`config.mk`:
```
export PLATFORM = sky130hd
export DESIGN_NAME = uart_rx_buffer
export DESIGN_NICKNAME = d
export VERILOG_FILES = /design/src/rtl/uart_rx_buffer_pkg.sv /design/src/rtl/uart_rx_buffer_rx_byte_fifo.sv /design/src/rtl/uart_rx_buffer.sv
export SDC_FILE = /design/constraint.sdc
export NUM_CORES = 1
export LEC_CHECK = 0
export ABC_AREA = 1
export CAP_MARGIN = 20
export CORE_AREA = 2 2 120 122
export DETAILED_ROUTE_END_ITERATION = 16
export DIE_AREA = 0 0 122 124
export PLACE_DENSITY = 0.72
export SLEW_MARGIN = 20
export SYNTH_ARGS = -nofsm -noshare
export SYNTH_HDL_FRONTEND = slang
export SYNTH_SLANG_ARGS = --single-unit
```
`constraint.sdc`:
```
create_clock -name clk -period 5.95 [get_ports clk]
set_clock_uncertainty 0.2 [all_clocks]
set_input_delay 0.8925 -clock clk [delete_from_list [all_inputs] [get_ports clk]]
set_output_delay 0.8925 -clock clk [all_outputs]
set_load 0.01 [all_outputs]
```
`src/rtl/uart_rx_buffer_pkg.sv`:
```
// rtl/uart_rx_buffer_pkg.sv - shared constants for the UART receive buffer
// Holds the receiver FSM state encodings and the default timing/depth values.

package uart_rx_buffer_pkg;

   // 100 MHz clock, 115200 baud
   localparam int CLKS_PER_BIT_DEF = 868;
   localparam int DEPTH_LOG2_DEF   = 4;

   localparam logic [1:0] ST_IDLE  = 2'd0;
   localparam logic [1:0] ST_START = 2'd1;
   localparam logic [1:0] ST_DATA  = 2'd2;
   localparam logic [1:0] ST_STOP  = 2'd3;

endpackage

```
`src/rtl/uart_rx_buffer_rx_byte_fifo.sv`:
```
// rtl/uart_rx_buffer_rx_byte_fifo.sv - show-ahead byte FIFO for received UART data
// Ports:
//   clk, reset  : rising-edge clock, synchronous active-high reset
//   push        : write push_data this edge (dropped when full unless popping too)
//   push_data   : byte to store
//   pop         : remove the head byte this edge (ignored when empty)
//   head        : current head byte, valid while empty==0
//   empty, full : occupancy flags

module rx_byte_fifo
   import uart_rx_buffer_pkg::*;
#(
   parameter int DEPTH_LOG2 = DEPTH_LOG2_DEF
) (
   input  logic       clk,
   input  logic       reset,
   input  logic       push,
   input  logic [7:0] push_data,
   input  logic       pop,
   output logic [7:0] head,
   output logic       empty,
   output logic       full
);

   localparam int                    DEPTH     = 1 << DEPTH_LOG2;
   localparam logic [DEPTH_LOG2:0]   DEPTH_CNT = DEPTH[DEPTH_LOG2:0];
   localparam logic [DEPTH_LOG2:0]   CNT_ONE   = 1;
   localparam logic [DEPTH_LOG2-1:0] PTR_ONE   = 1;

   logic [7:0]            mem_q [DEPTH];
   logic [7:0]            mem_d [DEPTH];
   logic [DEPTH_LOG2-1:0] rd_ptr_q, rd_ptr_d;
   logic [DEPTH_LOG2-1:0] wr_ptr_q, wr_ptr_d;
   logic [DEPTH_LOG2:0]   count_q, count_d;
   logic                  do_push, do_pop;

   assign empty = (count_q == '0);
   assign full  = (count_q == DEPTH_CNT);
   assign head  = mem_q[rd_ptr_q];

   // A pop frees the slot the push needs, so full+push+pop is allowed.
   assign do_pop  = pop & ~empty;
   assign do_push = push & (~full | do_pop);

   always_comb begin
      mem_d    = mem_q;
      rd_ptr_d = rd_ptr_q;
      wr_ptr_d = wr_ptr_q;
      count_d  = count_q;
      if (do_push) begin
         mem_d[wr_ptr_q] = push_data;
         wr_ptr_d        = wr_ptr_q + PTR_ONE;
      end
      if (do_pop) begin
         rd_ptr_d = rd_ptr_q + PTR_ONE;
      end
      case ({do_push, do_pop})
         2'b10:   count_d = count_q + CNT_ONE;
         2'b01:   count_d = count_q - CNT_ONE;
         default: count_d = count_q;
      endcase
   end

   always_ff @(posedge clk) begin
      if (reset) begin
         rd_ptr_q <= '0;
         wr_ptr_q <= '0;
         count_q  <= '0;
      end else begin
         rd_ptr_q <= rd_ptr_d;
         wr_ptr_q <= wr_ptr_d;
         count_q  <= count_d;
      end
   end

   // Storage needs no reset; head is only meaningful while not empty.
   always_ff @(posedge clk) begin
      mem_q <= mem_d;
   end

endmodule

```
`src/rtl/uart_rx_buffer.sv`:
```
// rtl/uart_rx_buffer.sv - 8N1 UART receiver feeding a show-ahead byte FIFO
// Ports:
//   clk, reset    : rising-edge clock, synchronous active-high reset
//   rs_rx         : asynchronous serial input, idles high, LSB first
//   pop           : remove head byte (CPU-side rx_fifo_pop)
//   received_data : FIFO head byte, valid while waiting==0
//   waiting       : FIFO empty
//   overflow      : sticky, a received byte was dropped on a full FIFO
//   framing_error : one-cycle pulse when a stop bit samples low

module uart_rx_buffer
   import uart_rx_buffer_pkg::*;
#(
   parameter int CLKS_PER_BIT = CLKS_PER_BIT_DEF,
   parameter int DEPTH_LOG2   = DEPTH_LOG2_DEF
) (
   input  logic       clk,
   input  logic       reset,
   input  logic       rs_rx,
   input  logic       pop,
   output logic [7:0] received_data,
   output logic       waiting,
   output logic       overflow,
   output logic       framing_error
);

   localparam int               CNT_W       = $clog2(CLKS_PER_BIT + 1);
   // Counter reaches zero N cycles after loading N-1, which is the sample edge.
   localparam logic [CNT_W-1:0] FULL_RELOAD = CNT_W'(CLKS_PER_BIT - 1);
   localparam logic [CNT_W-1:0] HALF_RELOAD = CNT_W'(CLKS_PER_BIT / 2 - 1);
   localparam logic [CNT_W-1:0] CNT_ONE     = 1;

   logic             sync1_q, sync1_d;
   logic             sync2_q, sync2_d;
   logic [1:0]       state_q, state_d;
   logic [CNT_W-1:0] cnt_q, cnt_d;
   logic [2:0]       idx_q, idx_d;
   logic [7:0]       shift_q, shift_d;
   logic             err_wait_q, err_wait_d;
   logic             fe_q, fe_d;
   logic             overflow_q, overflow_d;
   logic             line, tick, push;
   logic             fifo_empty, fifo_full;

   assign line = sync2_q;
   assign tick = (cnt_q == '0);

   always_comb begin
      sync1_d    = rs_rx;
      sync2_d    = sync1_q;
      state_d    = state_q;
      cnt_d      = cnt_q;
      idx_d      = idx_q;
      shift_d    = shift_q;
      err_wait_d = err_wait_q;
      fe_d       = 1'b0;
      push       = 1'b0;

      if (!tick) begin
         cnt_d = cnt_q - CNT_ONE;
      end

      case (state_q)
         ST_IDLE: begin
            if (!line) begin
               state_d = ST_START;
               cnt_d   = HALF_RELOAD;
            end
         end
         ST_START: begin
            if (tick) begin
               if (line) begin
                  state_d = ST_IDLE;
               end else begin
                  state_d = ST_DATA;
                  cnt_d   = FULL_RELOAD;
                  idx_d   = 3'd0;
               end
            end
         end
         ST_DATA: begin
            if (tick) begin
               shift_d[idx_q] = line;
               cnt_d          = FULL_RELOAD;
               if (idx_q == 3'd7) begin
                  state_d = ST_STOP;
               end else begin
                  idx_d = idx_q + 3'd1;
               end
            end
         end
         ST_STOP: begin
            // After a bad stop bit, hold here until the line returns high so
            // the low tail of the broken frame is not taken as a start bit.
            if (err_wait_q) begin
               if (line) begin
                  state_d    = ST_IDLE;
                  err_wait_d = 1'b0;
               end
            end else if (tick) begin
               if (line) begin
                  push    = 1'b1;
                  state_d = ST_IDLE;
               end else begin
                  fe_d       = 1'b1;
                  err_wait_d = 1'b1;
               end
            end
         end
         default: state_d = ST_IDLE;
      endcase
   end

   assign overflow_d = overflow_q | (push & fifo_full & ~pop);

   always_ff @(posedge clk) begin
      if (reset) begin
         sync1_q    <= 1'b1;
         sync2_q    <= 1'b1;
         state_q    <= ST_IDLE;
         cnt_q      <= '0;
         idx_q      <= 3'd0;
         shift_q    <= 8'd0;
         err_wait_q <= 1'b0;
         fe_q       <= 1'b0;
         overflow_q <= 1'b0;
      end else begin
         sync1_q    <= sync1_d;
         sync2_q    <= sync2_d;
         state_q    <= state_d;
         cnt_q      <= cnt_d;
         idx_q      <= idx_d;
         shift_q    <= shift_d;
         err_wait_q <= err_wait_d;
         fe_q       <= fe_d;
         overflow_q <= overflow_d;
      end
   end

   rx_byte_fifo #(
      .DEPTH_LOG2(DEPTH_LOG2)
   ) u_fifo (
      .clk       (clk),
      .reset     (reset),
      .push      (push),
      .push_data (shift_q),
      .pop       (pop),
      .head      (received_data),
      .empty     (fifo_empty),
      .full      (fifo_full)
   );

   assign waiting       = fifo_empty;
   assign overflow      = overflow_q;
   assign framing_error = fe_q;

endmodule

```
==> summary.md, run 1 <==
### Outcome
• outcome: finished, final reports clean

### Setup path
• critical path launch point: u_fifo.rd_ptr_q[2]
• origin of the critical flop-to-flop path: cnt_q[0]
• startpoint kind of the worst setup timing path: flip-flop
• worst endpoint data arrival time: 2900 ps
• crit-path max FO: 23
• startpoint-to-endpoint class of the critical path: reg2out
• endpoint class of the critical path: output port
• WP data required: 4860 ps

### Power and ir drop
• clock network power share: 31.9%
• Pwr per Cell Area: 425 nW/um2
• cell internal power dissipation: 2.37 mW
• net switching fraction of the power: 31.8%
• combinational fraction of design power: 27.4%
• NetSw: 1.10 mW
• leakage: 3.28 nW
• maximum VDD drop: 0.207 mV
• proportion of power drawn by flip-flops and latches: 40.8%

### Floorplanning
• DIE AREA: 15100 um2
• total I/O pin count: 15
• initial cell density of the core: 53.2%
• vertical die dimension: 124 um
• width of the chip: 122 um
• Core Footprint: 13700 um2
• number of rows in the core area: 43

### Synthesis
• largest area contributor in the netlist: sky130_fd_sc_hd__edfxtp_1
• number of warnings printed during yosys synthesis: 0
• post-synthesis instance area: 7290 um2
• fraction of synthesized cell area taken by the top area cell type: 52.7%
• Avg Synthesized Cell Area: 10.3 um2
• syn_nets: 728
• count of unique library cells instantiated by Yosys: 33
• share of synthesized area occupied by flip-flops and latches: 63.9%
• Synth Register Bits: 169
• number of instances in the synthesized netlist: 710
• top cells by area, synth: sky130_fd_sc_hd__edfxtp_1 53%, sky130_fd_sc_hd__dfxtp_1 11%, sky130_fd_sc_hd__nor2_1 8.1%, sky130_fd_sc_hd__o21ai_0 6.3%, sky130_fd_sc_hd__nand2_1 3.9%

### Clock network
• Post-CTS Setup Inserts: 0
• total clock buffers created by CTS: 17
• number of buffers between clock root and the deepest sink: 2
• depth of the CTS H-tree: 4
• CTS tree: yes
• master cell of the clock root buffer: sky130_fd_sc_hd__clkbuf_16
• total of hold buffers inserted after clock tree synthesis: 0
• clock latency of the later-clocked register in the worst-skew pair: 430 ps
• Resized Gates After CTS: 0
• clock transition at the registers of the reported paths: 60 ps
• sink count of the clock tree: 169

### Final layout
• Final nets: 732
• total inserted antenna cells: 0
• synth-to-layout area growth: 12.0%
• most frequent standard cell in the layout excluding fill and tap cells: sky130_fd_sc_hd__nor2_1
• utilization after layout: 59.6%
• commonest non-fill, non-tap cells in the layout: 158 x sky130_fd_sc_hd__nor2_1, 128 x sky130_fd_sc_hd__edfxtp_1, 92 x sky130_fd_sc_hd__o21ai_0
• ratio of cells with drive above 1 in the final layout: 6.74%

### GRT
• vias in the first global route: 4882
• first-pass GRT wire length: 24.8 mm
• pin count of the biggest net entering global routing: 68
• antenna violations before repair: 0
• aggregate global routing overflow: 0
• Total GRT Usage: 22.0%

### STA
• maximum achievable frequency: 0.250 GHz
• final setup violation count: 0
• worst max-slew margin expressed relative to the limit: 29.2%
• Total Negative Setup Slacks: 0 ps
• final critical delay including setup and external delays: 4000 ps
• number of endpoints with negative hold slack in the final report: 0
• final slew viol count: 0
• RSZ-0062 raised after global routing: no
• period utilisation layout: 67.2%
• Worst Tran Pin Value: 1060 ps

### Routing
• via density per instance: 5.59
• post-DR wirelength/cell: 16.8 um
• top routing layer in use: met4
• Detail Route met2 WL: 7.50 mm
• Detailed Route Iter0 Violations: 532
• number of routed nets with antenna violations: 0
• overall routed net length: 15.2 mm
• length of routed met3 wiring: 779 um
• Vias: 5073
• routed metal-1 wirelength: 6.49 mm
• First-pass DRT Iterations: 5
• DRC errors left: 0

### Placement
• detailed placer's ending HPWL: 9.58 mm
• count of port buffers added during placement: 14
• gp weighted congestion: 0.857

### Hold path
• type of the tightest min-delay check: reg2reg
• start point of the worst min-delay path: sync1_q

### Flow run
• count of max-cap constraint violations: 0

cell families (layout without fill, tap and decap cells):
| group | Yosys count | in the layout | share of synthesized area [%] |
|---|---|---|---|
| xor+xnor | 8 | 8 | 0.961 |
| buf+inv | 80 | 97 | 4.31 |
| compound gates | 156 | 156 | 12.0 |
| fa+ha+maj | 14 | 14 | 2.50 |
| simple gates | 283 | 283 | 16.3 |
| flops | 169 | 169 | 63.9 |
flip-flops by register name, summed over array words and instances (netlist names), named ones only:
register,flops
u_fifo.rd_ptr_q,4
state_q,1
sync1_q,1
cnt_q,10
line,1
u_fifo.count_q,5
shift_q,8
u_fifo.wr_ptr_q,4
u_fifo.mem_q,128
overflow,1
idx_q,3
err_wait_q,1
framing_error,1
cells in the mapped netlist, drive strengths merged:
master    n
nand2    78
fa        1
edfxtp  128
inv      48
ha       13
nand3b    1
a31oi     1
clkinv    1
nand4     6
o31ai     1
or2       4
nor3      8
buf      12
o21ai    92
clkbuf   19
xor2      5
xnor2     3
nor2    161
a41oi     1
dfxtp    41
nand3    25
a21oi    27
o211ai   34
final timing paths:
| path | endpoint | slack [ps] | depth (start not counted) |
|---|---|---|---|
| min | line | 220 | 1 |
| min reg2reg | line | 220 | 1 |
| max reg2reg | u_fifo.count_q[4] | 2350 | 15 |
| max | received_data[7] | 1950 | 5 |
final cells by class:
type | count | area [um2]
multi-input cells | 461 | 2320
repair buffers | 16 | 175
clock inverters | 7 | 87.6
inverters | 49 | 184
flip-flops and latches | 169 | 4670
clock buffers | 25 | 517
well taps | 180 | 225
fillers | 1115 | 5550
power by group through the flow:
stage                     Clock [mW]  Combinational, mW  Sequential (mW)
after floorplan                    0              0.733             1.37
after global placement             0              0.899             1.43
after detailed placement           0              0.947             1.44
after CTS                       1.12              0.955             1.41
after global routing            1.16               1.08             1.43
final                           1.11              0.950             1.41
critical path: stages (launching register included):
cell and delay, ps:
sky130_fd_sc_hd__dfxtp_1 940, sky130_fd_sc_hd__inv_1 520, sky130_fd_sc_hd__o211ai_1 250, sky130_fd_sc_hd__o211ai_1 120, sky130_fd_sc_hd__nand2_1 100, sky130_fd_sc_hd__clkdlybuf4s50_1 540
per-layer routing:
| metal | up-vias | global-route usage [%] |
|---|---|---|
| met5 | - | 0 |
| met4 | 0 | 11.2 |
| li1 | 2465 | - |
| met3 | 37 | 4.21 |
| met1 | 2391 | 28.0 |
| met2 | 180 | 36.1 |
per-stage QoR:
stage	hold slack, ps	cells	instance area, um2	worst slack (ps)	power, mW
after floorplan	189	710	7290	2910	2.10
after global placement	196	874	7540	2320	2.33
after detailed placement	197	875	7570	2230	2.38
after CTS	217	907	8170	1950	3.49
after global routing	233	907	8170	1810	3.67
final	218	907	8170	1950	3.47
(Power assumes the default switching activity.)
==> run 2: changes to the inputs <==
--- a/config.mk
+++ b/config.mk
@@ -10,7 +10,7 @@
 export CORE_AREA = 2 2 120 122
 export DETAILED_ROUTE_END_ITERATION = 16
 export DIE_AREA = 0 0 122 124
-export PLACE_DENSITY = 0.72
+export PLACE_DENSITY = 0.75
 export SLEW_MARGIN = 20
 export SYNTH_ARGS = -nofsm -noshare
 export SYNTH_HDL_FRONTEND = slang
==> constraint.sdc (replaced) <==
create_clock -name clk -period 3.56 [get_ports clk]
set_clock_uncertainty 0.2 [all_clocks]
set_input_delay 0.534 -clock clk [delete_from_list [all_inputs] [get_ports clk]]
set_output_delay 0.534 -clock clk [all_outputs]
set_load 0.01 [all_outputs]
==> run 2 against run 1 <==
  * Cell area up 1.2%
  * Worst hold slack about the same
  * Sequential cell count unchanged
  * Combinational power up 85%
  * Sequential power up 61%
  * Power up 67%
  * Core utilization up 0.74 points
  * Clock power up 58%
  * Register-to-register slack worse by 1800 ps
  * Largest cell class unchanged
==> summary.md, run 2 (synthesis results as in run 1) <==
### Outcome
• outcome: finished, final reports clean, unchanged

### Final layout
• register bank with the most flops: u_fifo.mem_q, unchanged
• commonest non-fill, non-tap cells in the layout: 158 x sky130_fd_sc_hd__nor2_1, 128 x sky130_fd_sc_hd__edfxtp_1, 92 x sky130_fd_sc_hd__o21ai_0, unchanged
• synth-to-layout area growth: 13.4%, was 12.0%
• Final nets: 752, was 732
• most frequent standard cell in the layout excluding fill and tap cells: sky130_fd_sc_hd__nor2_1, unchanged
• Largest register FFs: 128, unchanged
• largest registers: u_fifo.mem_q x128, cnt_q x10, shift_q x8, unchanged
• total inserted antenna cells: 0, unchanged
• cell area after layout: 8270 um2, was 8170 um2
• final std cells w/o fill: 927, was 907
• ratio of cells with drive above 1 in the final layout: 8.97%, was 6.74%
• utilization after layout: 60.3%, was 59.6%

### Clock network
• depth of the CTS H-tree: 4, unchanged
• master cell of the clock root buffer: sky130_fd_sc_hd__clkbuf_16, unchanged
• total of hold buffers inserted after clock tree synthesis: 0, unchanged
• CTS tree: yes, unchanged
• sink count of the clock tree: 169, unchanged
• number of buffers between clock root and the deepest sink: 2, unchanged
• total clock buffers created by CTS: 17, unchanged
• clock transition at the registers of the reported paths: 60 ps, about the same
• clock latency of the later-clocked register in the worst-skew pair: 430 ps, about the same

### Placement
• count of port buffers added during placement: 14, unchanged
• Placed Instance Area: 7710 um2, was 7570 um2
• detailed placer's ending HPWL: 10.0 mm, was 9.58 mm
• number of instances in the placed design: 895, was 875
• gp weighted congestion: 0.927, was 0.857
• Setup Slack @ Placement: 193 ps, was 2230 ps

### Routing
• DRC errors left: 0, unchanged
• post-DR wirelength/cell: 17.3 um, was 16.8 um
• Vias: 5167, was 5073
• via density per instance: 5.57, was 5.59
• overall routed net length: 16.0 mm, was 15.2 mm
• First-pass DRT Iterations: 5, unchanged
• number of routed nets with antenna violations: 0, unchanged
• Detailed Route Iter0 Violations: 611, was 532

### Setup path
• startpoint-to-endpoint class of the critical path: reg2out, unchanged
• register-to-register setup slack: 520 ps, was 2350 ps
• length in cells of the worst reg-to-reg path: 9, was 15
• worst endpoint data arrival time: 2620 ps, was 2900 ps
• startpoint kind of the worst setup timing path: flip-flop, unchanged
• Reg2Reg Capture Point: u_fifo.mem_q[46], was u_fifo.count_q[4]
• origin of the critical flop-to-flop path: cnt_q[0], unchanged
• WP data required: 2830 ps, was 4860 ps
• endpoint class of the critical path: output port, unchanged
• crit-path max FO: 66, was 23

### GRT
• vias in the first global route: 4986, was 4882
• Total GRT Usage: 22.5%, was 22.0%
• aggregate global routing overflow: 0, unchanged
• antenna violations before repair: 0, unchanged
• pin count of the biggest net entering global routing: 68, unchanged
• first-pass GRT wire length: 25.5 mm, was 24.8 mm

### Floorplanning
• DIE AREA: 15100 um2, unchanged
• Core Footprint: 13700 um2, unchanged
• number of rows in the core area: 43, unchanged
• total I/O pin count: 15, unchanged
• vertical die dimension: 124 um, unchanged
• width of the chip: 122 um, unchanged
• initial cell density of the core: 53.2%, unchanged

### STA
• period utilisation layout: 94.3%
• RSZ-0062 raised after global routing: no, unchanged
• maximum achievable frequency: 0.298 GHz
• Total Negative Setup Slacks: 0 ps, unchanged
• final setup violation count: 0, unchanged
• final critical delay including setup and external delays: 3360 ps
• min setup slack post-route: 203 ps, was 1950 ps
• number of endpoints with negative hold slack in the final report: 0, unchanged
• worst max-slew margin expressed relative to the limit: 40.0%, was 29.2%
• worst hold slack across all endpoints: 218 ps, about the same
• final slew viol count: 0, unchanged
• Worst Tran Pin Value: 897 ps, was 1060 ps

### Hold path
• start point of the worst min-delay path: sync1_q, unchanged
• type of the tightest min-delay check: reg2reg, unchanged
• count of cells along the worst hold path: 1, unchanged
• hold path endpoint: line, unchanged

### Power and ir drop
• maximum VDD drop: 0.479 mV, was 0.207 mV
• Pwr per Cell Area: 699 nW/um2, was 425 nW/um2
• proportion of power drawn by flip-flops and latches: 39.2%, was 40.8%
• clock network power share: 30.3%, was 31.9%
• NetSw: 1.87 mW, was 1.10 mW
• combinational fraction of design power: 30.5%, was 27.4%
• leakage: 3.35 nW, was 3.28 nW
• net switching fraction of the power: 32.4%, was 31.8%
• Power Total: 5.78 mW, was 3.47 mW
• cell internal power dissipation: 3.91 mW, was 2.37 mW

### Flow run
• count of max-cap constraint violations: 0, unchanged

-- run 2: changes by cell type in the layout (fill, tap and decap cells not counted), sizes merged --
| cell | previous run | this run |
|---|---|---|
| clkinvlp | 1 | 0 |
| bufinv | 2 | 1 |
| buf | 2 | 22 |
| clkinv | 5 | 3 |
| clkbuf | 25 | 29 |
-- run 2: what timing repair did --
item | 4_1_cts | 5_1_grt
setup endpoints to repair | 0 | 3
buffers inserted | 0 | 0
resized for setup | 0 | 2
-- run 2: power by group through the flow --
stage / combinational, mW / clock [mW] / sequential [mW]
finish: 1.76 / 1.75 / 2.27
global route: 1.98 / 1.85 / 2.28
CTS: 1.76 / 1.77 / 2.26
detailed placement: 1.75 / 0 / 2.30
global placement: 1.68 / 0 / 2.30
floorplan: 1.23 / 0 / 2.28
-- run 2: worst max path at each step --
stage / cells past startpoint / end / startpoint
2_1_floorplan: 15 / u_fifo.count_q[4] / cnt_q[0]
3_3_place_gp: 12 / u_fifo.count_q[4] / pop
3_5_place_dp: 12 / u_fifo.count_q[4] / pop
4_1_cts: 9 / received_data[6] / u_fifo.rd_ptr_q[0]
5_1_grt: 6 / received_data[7] / u_fifo.rd_ptr_q[0]
6_report: 6 / received_data[7] / u_fifo.rd_ptr_q[0]
-- run 2: area by class of cell --
type,count,area (um2)
tap,180,225
inverter,49,186
sequential,169,4670
clock inverter,3,40.0
clock buffer,29,523
fill,1121,5450
multi-input combinational,461,2320
timing repair buffer,36,318
-- run 2: routing by layer --
layer | GRT usage, % | wire (um) | up-vias
li1 | - | - | 2508
met5 | 0 | 0 | -
met2 | 38.0 | 7920 | 173
met3 | 4.67 | 808 | 21
met4 | 7.40 | 316 | 0
met1 | 29.3 | 6980 | 2465
-- run 2: worst max-delay path, cell delays in order (launching register included) --
cell and delay (ps):
sky130_fd_sc_hd__dfxtp_1 370, sky130_fd_sc_hd__buf_4 500, sky130_fd_sc_hd__o21ai_0 180, sky130_fd_sc_hd__o211ai_1 260, sky130_fd_sc_hd__o211ai_1 190, sky130_fd_sc_hd__nand2_1 130
sky130_fd_sc_hd__clkdlybuf4s50_1 540
